File: config.mk
export PLATFORM = sky130hd
export DESIGN_NAME = lsu_mem_access
export DESIGN_NICKNAME = d
export VERILOG_FILES = /design/src/rtl/cpu_types.sv /design/src/rtl/lsu_load_align.sv /design/src/rtl/lsu_mem_access.sv
export SDC_FILE = /design/constraint.sdc
export NUM_CORES = 1
export LEC_CHECK = 0
export CORE_MARGIN = 4
export CORE_UTILIZATION = 40
export DETAILED_ROUTE_END_ITERATION = 8
export GPL_ROUTABILITY_DRIVEN = 0
export PLACE_DENSITY = 0.63
export RECOVER_POWER = 50
export SLEW_MARGIN = 20
export SYNTH_ARGS = -nofsm -noshare
export SYNTH_HDL_FRONTEND = slang
export SYNTH_SLANG_ARGS = --single-unit
File: constraint.sdc
create_clock -name clk -period 12.5 [get_ports clk]
set_input_delay 3.125 -clock clk [delete_from_list [all_inputs] [get_ports clk]]
set_output_delay 3.125 -clock clk [all_outputs]
set_load 0.02 [all_outputs]
File: src/rtl/cpu_types.sv
// Shared CPU types for the load/store unit: funct3 access-size codes, LSU FSM
// state encoding and small size/mask helpers.
package cpu_types;

    typedef enum logic [2:0] {
        MEM_B  = 3'd0,
        MEM_H  = 3'd1,
        MEM_W  = 3'd2,
        MEM_BU = 3'd4,
        MEM_HU = 3'd5
    } mem_size_t;

    typedef logic [1:0] lsu_state_t;

    localparam lsu_state_t ST_IDLE = 2'd0;
    localparam lsu_state_t ST_LO   = 2'd1;
    localparam lsu_state_t ST_HI   = 2'd2;
    localparam lsu_state_t ST_RESP = 2'd3;

    // Access width in bytes; 0 marks an illegal funct3 code.
    function automatic logic [2:0] size_bytes(input mem_size_t size);
        logic [2:0] n;
        case (size)
            MEM_B, MEM_BU: n = 3'd1;
            MEM_H, MEM_HU: n = 3'd2;
            MEM_W:         n = 3'd4;
            default:       n = 3'd0;
        endcase
        return n;
    endfunction

    // Byte lanes touched across the two-word window {hi, lo}.
    function automatic logic [7:0] byte_mask8(input logic [2:0] n, input logic [1:0] off);
        logic [7:0] base;
        case (n)
            3'd1:    base = 8'h01;
            3'd2:    base = 8'h03;
            3'd4:    base = 8'h0F;
            default: base = 8'h00;
        endcase
        return base << off;
    endfunction

endpackage

File: src/rtl/lsu_load_align.sv
// Load data alignment: extracts the addressed bytes from the {hi, lo} word pair
// and sign- or zero-extends them according to the access size.
module lsu_load_align
    import cpu_types::*;
(
    input  logic [31:0] hi_word,
    input  logic [31:0] lo_word,
    input  logic [1:0]  off,
    input  logic [2:0]  funct3,
    output logic [31:0] rdata
);

    logic [63:0] shifted_s;
    logic [31:0] word_s;

    // Shift the window down to the access offset, then extend to 32 bits.
    always_comb begin
        shifted_s = {hi_word, lo_word} >> {off, 3'b000};
        word_s    = shifted_s[31:0];
        case (mem_size_t'(funct3))
            MEM_B:   rdata = {{24{word_s[7]}}, word_s[7:0]};
            MEM_H:   rdata = {{16{word_s[15]}}, word_s[15:0]};
            MEM_BU:  rdata = {24'h000000, word_s[7:0]};
            MEM_HU:  rdata = {16'h0000, word_s[15:0]};
            default: rdata = word_s;
        endcase
    end

endmodule

File: src/rtl/lsu_mem_access.sv
// Load/store sequencer between execute and the word-addressed data RAM.
// Splits word-crossing accesses into a LO and a HI RAM cycle.
module lsu_mem_access
    import cpu_types::*;
#(
    parameter bit ALLOW_MISALIGNED = 1'b1
) (
    input  logic        clk,
    input  logic        rst,
    input  logic        req_valid,
    output logic        req_ready,
    input  logic        req_store,
    input  logic [2:0]  req_funct3,
    input  logic [31:0] req_addr,
    input  logic [31:0] req_wdata,
    output logic        resp_valid,
    input  logic        resp_ready,
    output logic [31:0] resp_rdata,
    output logic        resp_err,
    output logic [31:0] mem_a,
    output logic [31:0] mem_wd,
    output logic        mem_we,
    output logic [3:0]  mem_wbe,
    input  logic [31:0] mem_rd
);

    lsu_state_t  state_r;
    logic [1:0]  off_r;
    logic [2:0]  funct3_r;
    logic        store_r;
    logic [31:0] wdata_r;
    logic [7:0]  mask8_r;
    logic        cross_r;
    logic [31:0] lo_word_r;
    logic [31:0] hi_word_r;
    logic [31:0] resp_rdata_r;
    logic        resp_err_r;
    logic [31:0] mem_a_r;
    logic [31:0] mem_wd_r;
    logic        mem_we_r;
    logic [3:0]  mem_wbe_r;

    logic [2:0]  req_n_s;
    logic [1:0]  req_off_s;
    logic        req_misal_s;
    logic        req_err_s;
    logic [3:0]  req_end_s;
    logic [5:0]  hi_sh_s;
    logic [31:0] align_lo_s;
    logic [31:0] align_hi_s;
    logic [31:0] align_rdata_s;

    // Decode the incoming request so the accept edge can set up the LO cycle.
    always_comb begin
        req_n_s     = size_bytes(mem_size_t'(req_funct3));
        req_off_s   = req_addr[1:0];
        req_misal_s = |(req_off_s & (req_n_s[1:0] - 2'd1));
        req_err_s   = (req_n_s == 3'd0) || (req_misal_s && !ALLOW_MISALIGNED);
        req_end_s   = {2'b00, req_off_s} + {1'b0, req_n_s};
        hi_sh_s     = 6'd32 - {1'b0, off_r, 3'b000};
    end

    // The HI cycle takes its low bytes from lo_word; a non-crossing load uses mem_rd directly.
    always_comb begin
        if (state_r == ST_HI) begin
            align_lo_s = lo_word_r;
            align_hi_s = mem_rd;
        end else begin
            align_lo_s = mem_rd;
            align_hi_s = hi_word_r;
        end
    end

    lsu_load_align u_align (
        .hi_word (align_hi_s),
        .lo_word (align_lo_s),
        .off     (off_r),
        .funct3  (funct3_r),
        .rdata   (align_rdata_s)
    );

    // Sequencer FSM; RAM drive is registered alongside the state so it is zero outside LO/HI.
    always_ff @(posedge clk or posedge rst) begin
        if (rst) begin
            state_r      <= ST_IDLE;
            off_r        <= 2'b00;
            funct3_r     <= 3'd0;
            store_r      <= 1'b0;
            wdata_r      <= 32'h0;
            mask8_r      <= 8'h00;
            cross_r      <= 1'b0;
            lo_word_r    <= 32'h0;
            hi_word_r    <= 32'h0;
            resp_rdata_r <= 32'h0;
            resp_err_r   <= 1'b0;
            mem_a_r      <= 32'h0;
            mem_wd_r     <= 32'h0;
            mem_we_r     <= 1'b0;
            mem_wbe_r    <= 4'h0;
        end else begin
            mem_a_r   <= 32'h0;
            mem_wd_r  <= 32'h0;
            mem_we_r  <= 1'b0;
            mem_wbe_r <= 4'h0;
            case (state_r)
                ST_IDLE: begin
                    if (req_valid) begin
                        off_r        <= req_off_s;
                        funct3_r     <= req_funct3;
                        store_r      <= req_store;
                        wdata_r      <= req_wdata;
                        mask8_r      <= byte_mask8(req_n_s, req_off_s);
                        cross_r      <= (req_end_s > 4'd4);
                        resp_rdata_r <= 32'h0;
                        if (req_err_s) begin
                            resp_err_r <= 1'b1;
                            state_r    <= ST_RESP;
                        end else begin
                            resp_err_r <= 1'b0;
                            mem_a_r    <= {req_addr[31:2], 2'b00};
                            mem_we_r   <= req_store;
                            mem_wbe_r  <= req_store ? byte_mask8(req_n_s, req_off_s) : 4'h0;
                            mem_wd_r   <= req_store ? (req_wdata << {req_off_s, 3'b000}) : 32'h0;
                            state_r    <= ST_LO;
                        end
                    end else begin
                        state_r <= ST_IDLE;
                    end
                end
                ST_LO: begin
                    if (!store_r) begin
                        lo_word_r <= mem_rd;
                    end else begin
                        lo_word_r <= lo_word_r;
                    end
                    if (cross_r) begin
                        mem_a_r   <= mem_a_r + 32'd4;
                        mem_we_r  <= store_r;
                        mem_wbe_r <= store_r ? mask8_r[7:4] : 4'h0;
                        mem_wd_r  <= store_r ? (wdata_r >> hi_sh_s) : 32'h0;
                        state_r   <= ST_HI;
                    end else begin
                        resp_rdata_r <= store_r ? 32'h0 : align_rdata_s;
                        state_r      <= ST_RESP;
                    end
                end
                ST_HI: begin
                    if (!store_r) begin
                        hi_word_r <= mem_rd;
                    end else begin
                        hi_word_r <= hi_word_r;
                    end
                    resp_rdata_r <= store_r ? 32'h0 : align_rdata_s;
                    state_r      <= ST_RESP;
                end
                ST_RESP: begin
                    if (resp_ready) begin
                        resp_rdata_r <= 32'h0;
                        resp_err_r   <= 1'b0;
                        state_r      <= ST_IDLE;
                    end else begin
                        state_r <= ST_RESP;
                    end
                end
                default: begin
                    state_r <= ST_IDLE;
                end
            endcase
        end
    end

    assign req_ready  = (state_r == ST_IDLE) && !rst;
    assign resp_valid = (state_r == ST_RESP);
    assign resp_rdata = resp_rdata_r;
    assign resp_err   = resp_err_r;
    assign mem_a      = mem_a_r;
    assign mem_wd     = mem_wd_r;
    assign mem_we     = mem_we_r;
    assign mem_wbe    = mem_wbe_r;

endmodule
======== Word-level counts from Yosys, hierarchy flattened ========
Index checks and enable logic that the tools add are counted.
storage, ports and cells
  bits in registers ....................... 215
  input port bits ......................... 104
  logic and storage cells ................. 99
cells by class
  $add $sub $neg .......................... 3
  magnitude comparators ................... 1
  equality and inequality tests ........... 16
  shift operators ......................... 5
  multiplexer cells ....................... 44
  bitwise operators ....................... 1
  reductions and logical operators ........ 14
operators by type and width
  kind                   count
  $mux 32                14
  $pmux 32 s4            2
  $pmux 32 s2            2
  $shr 64x5->32          1
  $mux 8                 5
  $add 32x3->32 const B  1
  $shl 32x5->32          1
  $shr 32x6->32          1
  $mux 4                 5
  $eq 3x3->1 const B     5
  $pmux 4 s3             1
  $eq 3x1->1 const B     3
  $logic_not 3->1        3
  $pmux 3 s3             1
  $pmux 2 s4             1
  $pmux 4 s2             1
  $shl 8x2->4            1
  $shl 8x2->8            1
  $mux 1                 7
  $eq 3x2->1 const B     2
  $mux 2                 3
  $reduce_and 2->1       3
  $reduce_and 3->1       2
  $sub 6x5->6 const A    1
  other kinds (13)       17

======== Depth between registers and ports, before layout ========
Gate-level depths: netlist (run 1).
  depth in word-level cells ............... 13
  mapped depth ............................ 11
  mapped depth without buffers ............ 7

======== By module ========
A second synthesis (run 1) with hierarchy kept.
unflattened totals
  cells, all modules ...................... 1,004
  area, all modules ....................... 11,240.8 µm²
modules (own cells, without submodules)
  module          instances  cells an instance  area each (µm²)  seq. area each (µm²)
  lsu_mem_access  1          903                10,121.0         5,205.0
  lsu_load_align  1          101                1,119.8          0.0

======== Worst setup path before layout (run 1) ========
OpenSTA, ideal clock, no wires.
  path type ............................... input port to output port
  from .................................... in rst
  to ...................................... out req_ready
  data arrival time ....................... 3,405 ps
  setup slack ............................. 5,970 ps
  cell stages on the path ................. 1
  cells stage by stage .................... nor2_1
on the way
  longest elaborated chain between the ends .. 2
ends and longest elaborated chain
  what               RTL line               source
  from (decl)        lsu_mem_access.sv:9    input logic rst,
  $logic_not 1->1    lsu_mem_access.sv:172  assign req_ready = (state_r == ST_IDLE) && !rst;
  $logic_and 1x1->1  lsu_mem_access.sv:172
  to (decl)          lsu_mem_access.sv:11   output logic req_ready,
No other way between the ends.

==> flow_summary.toml, run 1 <==
[logic_synthesis]
yosys-top-cells-area = "dfrtp_1, mux2_2, mux2i_1"
netlist_instances = 989
synth_top_area_share_pct = 47.71
synth-seq-cells = 200
syn_area_um2 = 10490
ys_warn_count = 0
synth_most_common_cell = "dfrtp_1"
synth.distinct_cells = 55
yosysSeqAreaShare_pct = 47.71
yosys-top-cells-count = "dfrtp_1, nand2_1, mux2_2"
async_flop_share_pct = 100.0
syn_area_per_cell_um2 = 10.61
synth-edff-count = 0
synth_area_leader_cell = "dfrtp_1"
synthFlopType = "dfrtp_1"

[power_and_ir_drop]
ir_drop_mv = 0.08646
cellLeakagePower_nw = 5.729
power.total_mw = 2.914
p_per_area_nw_per_um2 = 217.4

[clock_tree]
cts_buffers = 17
clock_latency_ns = 0.45
post-cts-setup-buffer-count = 0
cts_resized = 0
clock-root-buffer = "clkbuf_16"
path_clk_slew_ns = 0.08
cts_tree = "yes"
hold_buffers = 0
clock-sinks = 200
cts_buffer_depth = 2
htreeDepth = 4

[die]
rows = 59
die_w_um = 169.9
io_pins = 208
die_area_um2 = 28880
core-area_um2 = 25910
die_h_um = 169.9
start_util_pct = 40.48

[cells_and_area]
layout.nets = 1270
final_util_pct = 51.72
synthToLayoutAreaGrowth_pct = 27.76
design_area_um2 = 13400
drive_above_1_share_pct = 16.15

[detailed_routing]
drt-initial-drc-count = 586
drc = 0
antenna_left = 0
viasPerCell = 5.412
wl_per_cell_um = 18.98
routed_wl_um = 28580
firstDrtPassIters = 5
route.vias.total = 8151

[critical_path]
cpPeakStageDelay_ns = 3.04
crit_required_ns = 11.73
crit_path_end_kind = "async pin"
cp-start-kind = "input pin"
path_class = "input pin to async pin"
crit_path_max_fanout = 122
worstPathCellList = "dlygate4sd3_1, clkinvlp_2"
worstPathArrival_ns = 6.81
slowest_stage = "clkinvlp_2"
crit_buf_inv = 2
cpLargestDelayFamily = "buffers and inverters"

[sta]
worst_pin_slew_ns = 5.451
whs_ns = 0.4800
fin_crit_ns = 7.574
slew_violations = 170
rsz0062_at_grt = "no"
fin_skew_ns = 0.02026
max_freq_ghz = 0.1320
slew_headroom_pct = -265.4
finalCritPeriodShare_pct = 60.59
setup_viol = 0
final-hold-violation-count = 0
final.setup.tns_ns = 0

[global_route]
grt.overflow.total = 0
grt_pass1_wl_um = 44880
grt_max_degree = 123
antenna_found_initial = 4
grt_pass1_vias = 7993
track_usage_pct = 19.47

[placed_design]
post_dp_cell_area_um2 = 12770
dpl.hpwl_um = 19850
portBuffers = 205

[outcome]
violations = "max-capacitance violations, max-slew violations"
status = "complete, but fails checks"

[worst_hold_path]
worstHoldPathType = "flip-flop to flip-flop"

[run]
drv_cap = 2
layer usage:
| metal | part of all wire, % | wire length [um] | track usage (%) | up-vias |
|---|---|---|---|---|
| li1 | - | - | - | 3887 |
| met1 | 48 | 13720 | 29.11 | 4016 |
| met2 | 45 | 12960 | 29.21 | 217 |
| met3 | 5.4 | 1539 | 4.088 | 25 |
| met4 | 1.1 | 323 | 4.444 | 6 |
| met5 | 0.11 | 31 | 0 | - |
flip-flops by register name (all words and copies together), names as in the netlist:
signal,flops
cross_r,1
resp_rdata,32
funct3_r,3
mem_wbe,4
resp_err,1
mem_wd,32
off_r,2
lo_word_r,32
mask8_r,3
state_r,2
hi_word_r,24
mem_a,30
mem_we,1
wdata_r,32
store_r,1
where the power goes:
group          internal [mW]  switching, mW  leakage, nW
registers              0.862          0.144         2.55
logic                  0.616          0.712         2.87
clock network          0.280          0.300        0.303
layout by cell type, fill, tap and decap left out, types with 3 or more instances in the layout:
master | synthesis | final
clkbuf_16 | 0 | 17
o21ai_2 | 11 | 11
nand3_1 | 18 | 18
dlygate4sd3_1 | 0 | 93
and2_1 | 3 | 3
o221ai_1 | 7 | 7
clkinv_8 | 0 | 6
xor2_1 | 16 | 16
a32o_1 | 8 | 8
mux2_2 | 107 | 107
nor4_1 | 4 | 3
xnor2_1 | 12 | 12
clkdlybuf4s50_1 | 0 | 112
a22o_1 | 9 | 9
o22ai_1 | 24 | 24
inv_12 | 0 | 4
a211oi_1 | 15 | 15
inv_8 | 0 | 3
a31o_2 | 8 | 8
inv_1 | 16 | 15
nor2_1 | 54 | 54
nor2b_1 | 22 | 21
nor3b_1 | 2 | 3
buf_4 | 3 | 10
mux2i_1 | 84 | 84
o21ai_0 | 72 | 72
or3_1 | 3 | 3
mux4_2 | 9 | 9
and4_1 | 3 | 3
dfrtp_1 | 200 | 199
nand4_1 | 10 | 10
nand2_1 | 118 | 118
or2_2 | 4 | 4
nor3_1 | 6 | 6
a21oi_1 | 42 | 42
ha_1 | 8 | 7
metrics by stage:
step | instances | setup WS (ns)
after CTS | 1505 | 4.981
after global routing | 1506 | 3.985
final | 1506 | 4.926
after global placement | 1473 | 4.989
after detailed placement | 1473 | 4.992
after floorplan | 990 | 3.921
cell families after synthesis:
family,Yosys count,share of synthesized area (%)
compound gates,208,12.52
flops,200,47.71
xor+xnor,28,2.338
other cells,1,0.03575
buf+inv,86,3.495
fa+ha+maj,9,1.145
simple gates,257,11.32
mux,200,21.43
path summary, 6_finish.rpt:
path                                     start        endpoint  slack (ns)  depth (start not counted)
worst max-delay path                       rst        off_r[0]        4.93                          2
worst min-delay path            resp_rdata[21]  resp_rdata[21]        0.48                          2
worst max register to register        off_r[1]      mem_wd[30]        8.84                          7
worst min register to register  resp_rdata[21]  resp_rdata[21]        0.48                          2
max in group clk                           rst       req_ready        4.98                          3
min in group asynchronous                  rst      mem_wbe[3]        4.85                          2
worst min-delay path, stage by stage (launching register included):
cell	delay, ns
dfrtp_1	0.34
nand2_1	0.06
o21ai_2	0.05
cell type report:
cell class                 count  area [um^2]
antenna                        1        2.502
clock buffer                  17        425.4
fill                        2297        12510
sequential                   200         5006
multi-input combinational    704         5129
timing repair buffer         217         2142
inverter                      17        65.06
tap                          335        419.2
clock inverter                15        212.7
(Power assumes the default switching activity.)
==> inputs of run 2 (changes only) <==
==> constraint.sdc (replaced) <==
create_clock -name clk -period 7.2 [get_ports clk]
set_input_delay 1.8 -clock clk [delete_from_list [all_inputs] [get_ports clk]]
set_output_delay 1.8 -clock clk [all_outputs]
set_load 0.02 [all_outputs]
==> run 2 against run 1 <==
The flow still finishes with violations (max-capacitance violations, max-slew violations). Final cell count rose by 0.13%. Hold slack got worse by 0.0025 ns. Critical path depth rose by 1. Routed wire length rose by 0.66%. Die area did not move. Register-to-register slack got worse by 6.3 ns. Clock skew fell by 0.0035 ns. Worst setup slack got worse by 3.0 ns. Power rose by 72%. Critical path type unchanged.
==> flow_summary.toml, run 2 (synthesis results as in run 1) <==
[global_route]
antenna_found_initial = 5
track_usage_pct = 19.71
grt_max_degree = 170
grt_pass1_vias = 8028
grt_pass1_wl_um = 45120
grt.overflow.total = 0

[detailed_routing]
route.vias.total = 8218
drt-initial-drc-count = 711
wl_per_cell_um = 19.08
drc = 0
viasPerCell = 5.450
antenna_left = 0
firstDrtPassIters = 5
routed_wl_um = 28770

[sta]
max_freq_ghz = 0.1886
rsz0062_at_grt = "no"
finalWorstSetupSlack_ns = 1.899
setup_viol = 0
worst_pin_slew_ns = 2.355
slew_violations = 293
fin_crit_ns = 5.301
finalCritPeriodShare_pct = 73.63
whs_ns = 0.4775
final.setup.tns_ns = 0
fin_skew_ns = 0.01675
final-hold-violation-count = 0
slew_headroom_pct = -57.00

[outcome]
status = "complete, but fails checks"
violations = "max-capacitance violations, max-slew violations"

[power_and_ir_drop]
p_per_area_nw_per_um2 = 376.4
p_int_mw = 3.037
ir_drop_mv = 0.2033
cellLeakagePower_nw = 5.796
power.total_mw = 5.025
p_comb_share_pct = 46.0
p_clk_share_pct = 19.2
p_sw_share_pct = 39.56
p_seq_share_pct = 34.8
p_switching_mw = 1.988

[critical_path]
crit_path_end_kind = "async pin"
crit_path_max_fanout = 169
cp-start-kind = "input pin"
crit_required_ns = 7.08
worstPathArrival_ns = 5.18
path_class = "input pin to async pin"

[cells_and_area]
design_area_um2 = 13350
final_cell_mix = "dfrtp_1, dlygate4sd3_1, nand2_1"
synthToLayoutAreaGrowth_pct = 27.28
multi_input_area_um2 = 5126
regArea_um2 = 5006
drive_above_1_share_pct = 15.80
layout.nets = 1271
final_common_cell = "dfrtp_1"
fillers = 2336

[placed_design]
portBuffers = 205
post-place-ws_ns = 2.425
dpl.hpwl_um = 20040
post_dp_cell_area_um2 = 12780

[die]
rows = 59
die_w_um = 169.9
start_util_pct = 40.48
core-area_um2 = 25910
die_h_um = 169.9
die_area_um2 = 28880
io_pins = 208

[clock_tree]
clock-root-buffer = "clkbuf_16"
clock-sinks = 200
cts_tree = "yes"
cts_buffers = 17
path_clk_slew_ns = 0.07
post-cts-setup-buffer-count = 0
cts_buffer_depth = 2
clock_latency_ns = 0.44
htreeDepth = 4
cts_resized = 0
hold_buffers = 0

[run]
drv_cap = 4

[worst_hold_path]
worstHoldPathType = "flip-flop to flip-flop"
-- run 2: changes by cell type in the layout (fill, tap and decap cells not counted), moves of 2 or more --
cell,delta
clkbuf_1,+3
inv_8,+2
inv_6,+2
clkdlybuf4s50_1,-27
clkinv_8,-3
inv_12,-3
clkinv_4,+2
dlygate4sd3_1,+27
buf_4,-2
-- run 2: worst paths after layout --
kind                                      from        endpoint  slack, ns  depth (start not counted)
worst max-delay path                       rst        off_r[0]       1.90                          3
worst min register to register  resp_rdata[21]  resp_rdata[21]       0.48                          2
max in group clk                     req_valid       mem_a[31]       2.20                          6
worst max register to register      state_r[0]   hi_word_r[15]       2.51                          6
worst min-delay path            resp_rdata[21]  resp_rdata[21]       0.48                          2
min in group asynchronous                  rst        mem_a[6]       2.15                          2
-- run 2: layout make-up --
cell class	count	share of cell area (%)
well taps	335	3.139
multi-input cells	704	38.39
repair buffers	218	15.99
inverters	17	0.4873
clock buffers	17	3.186
clock inverters	15	1.274
flip-flops and latches	200	37.49
diodes	2	0.03748
-- run 2: layer usage --
layer / up-vias / global-route usage (%) / wire [um]
met5: - / 0 / 13
met4: 2 / 4.826 / 320
met3: 23 / 3.856 / 1751
met2: 240 / 29.69 / 13060
met1: 4060 / 29.42 / 13620
li1: 3893 / - / -
-- run 2: per-stage QoR --
stage	instances	util (%)
CTS	1506	51.64
finish	1508	51.53
global route	1507	51.52
floorplan	990	-
global placement	1474	49.34
detailed placement	1474	49.34
-- run 2: power by group through the flow --
stage          clock (mW)  sequential [mW]  combinational, mW
3_5_place_dp            0             1.77               2.33
5_1_grt              1.03             1.80               2.53
4_1_cts             0.989             1.75               2.33
3_3_place_gp            0             1.75               2.30
6_report            0.965             1.75               2.31
2_1_floorplan           0             1.78               1.64
-- run 2: worst max-delay path, cell delays in order --
cell and delay [ns]:
dlygate4sd3_1 0.56, clkinvlp_2 0.83, clkbuf_4 1.80
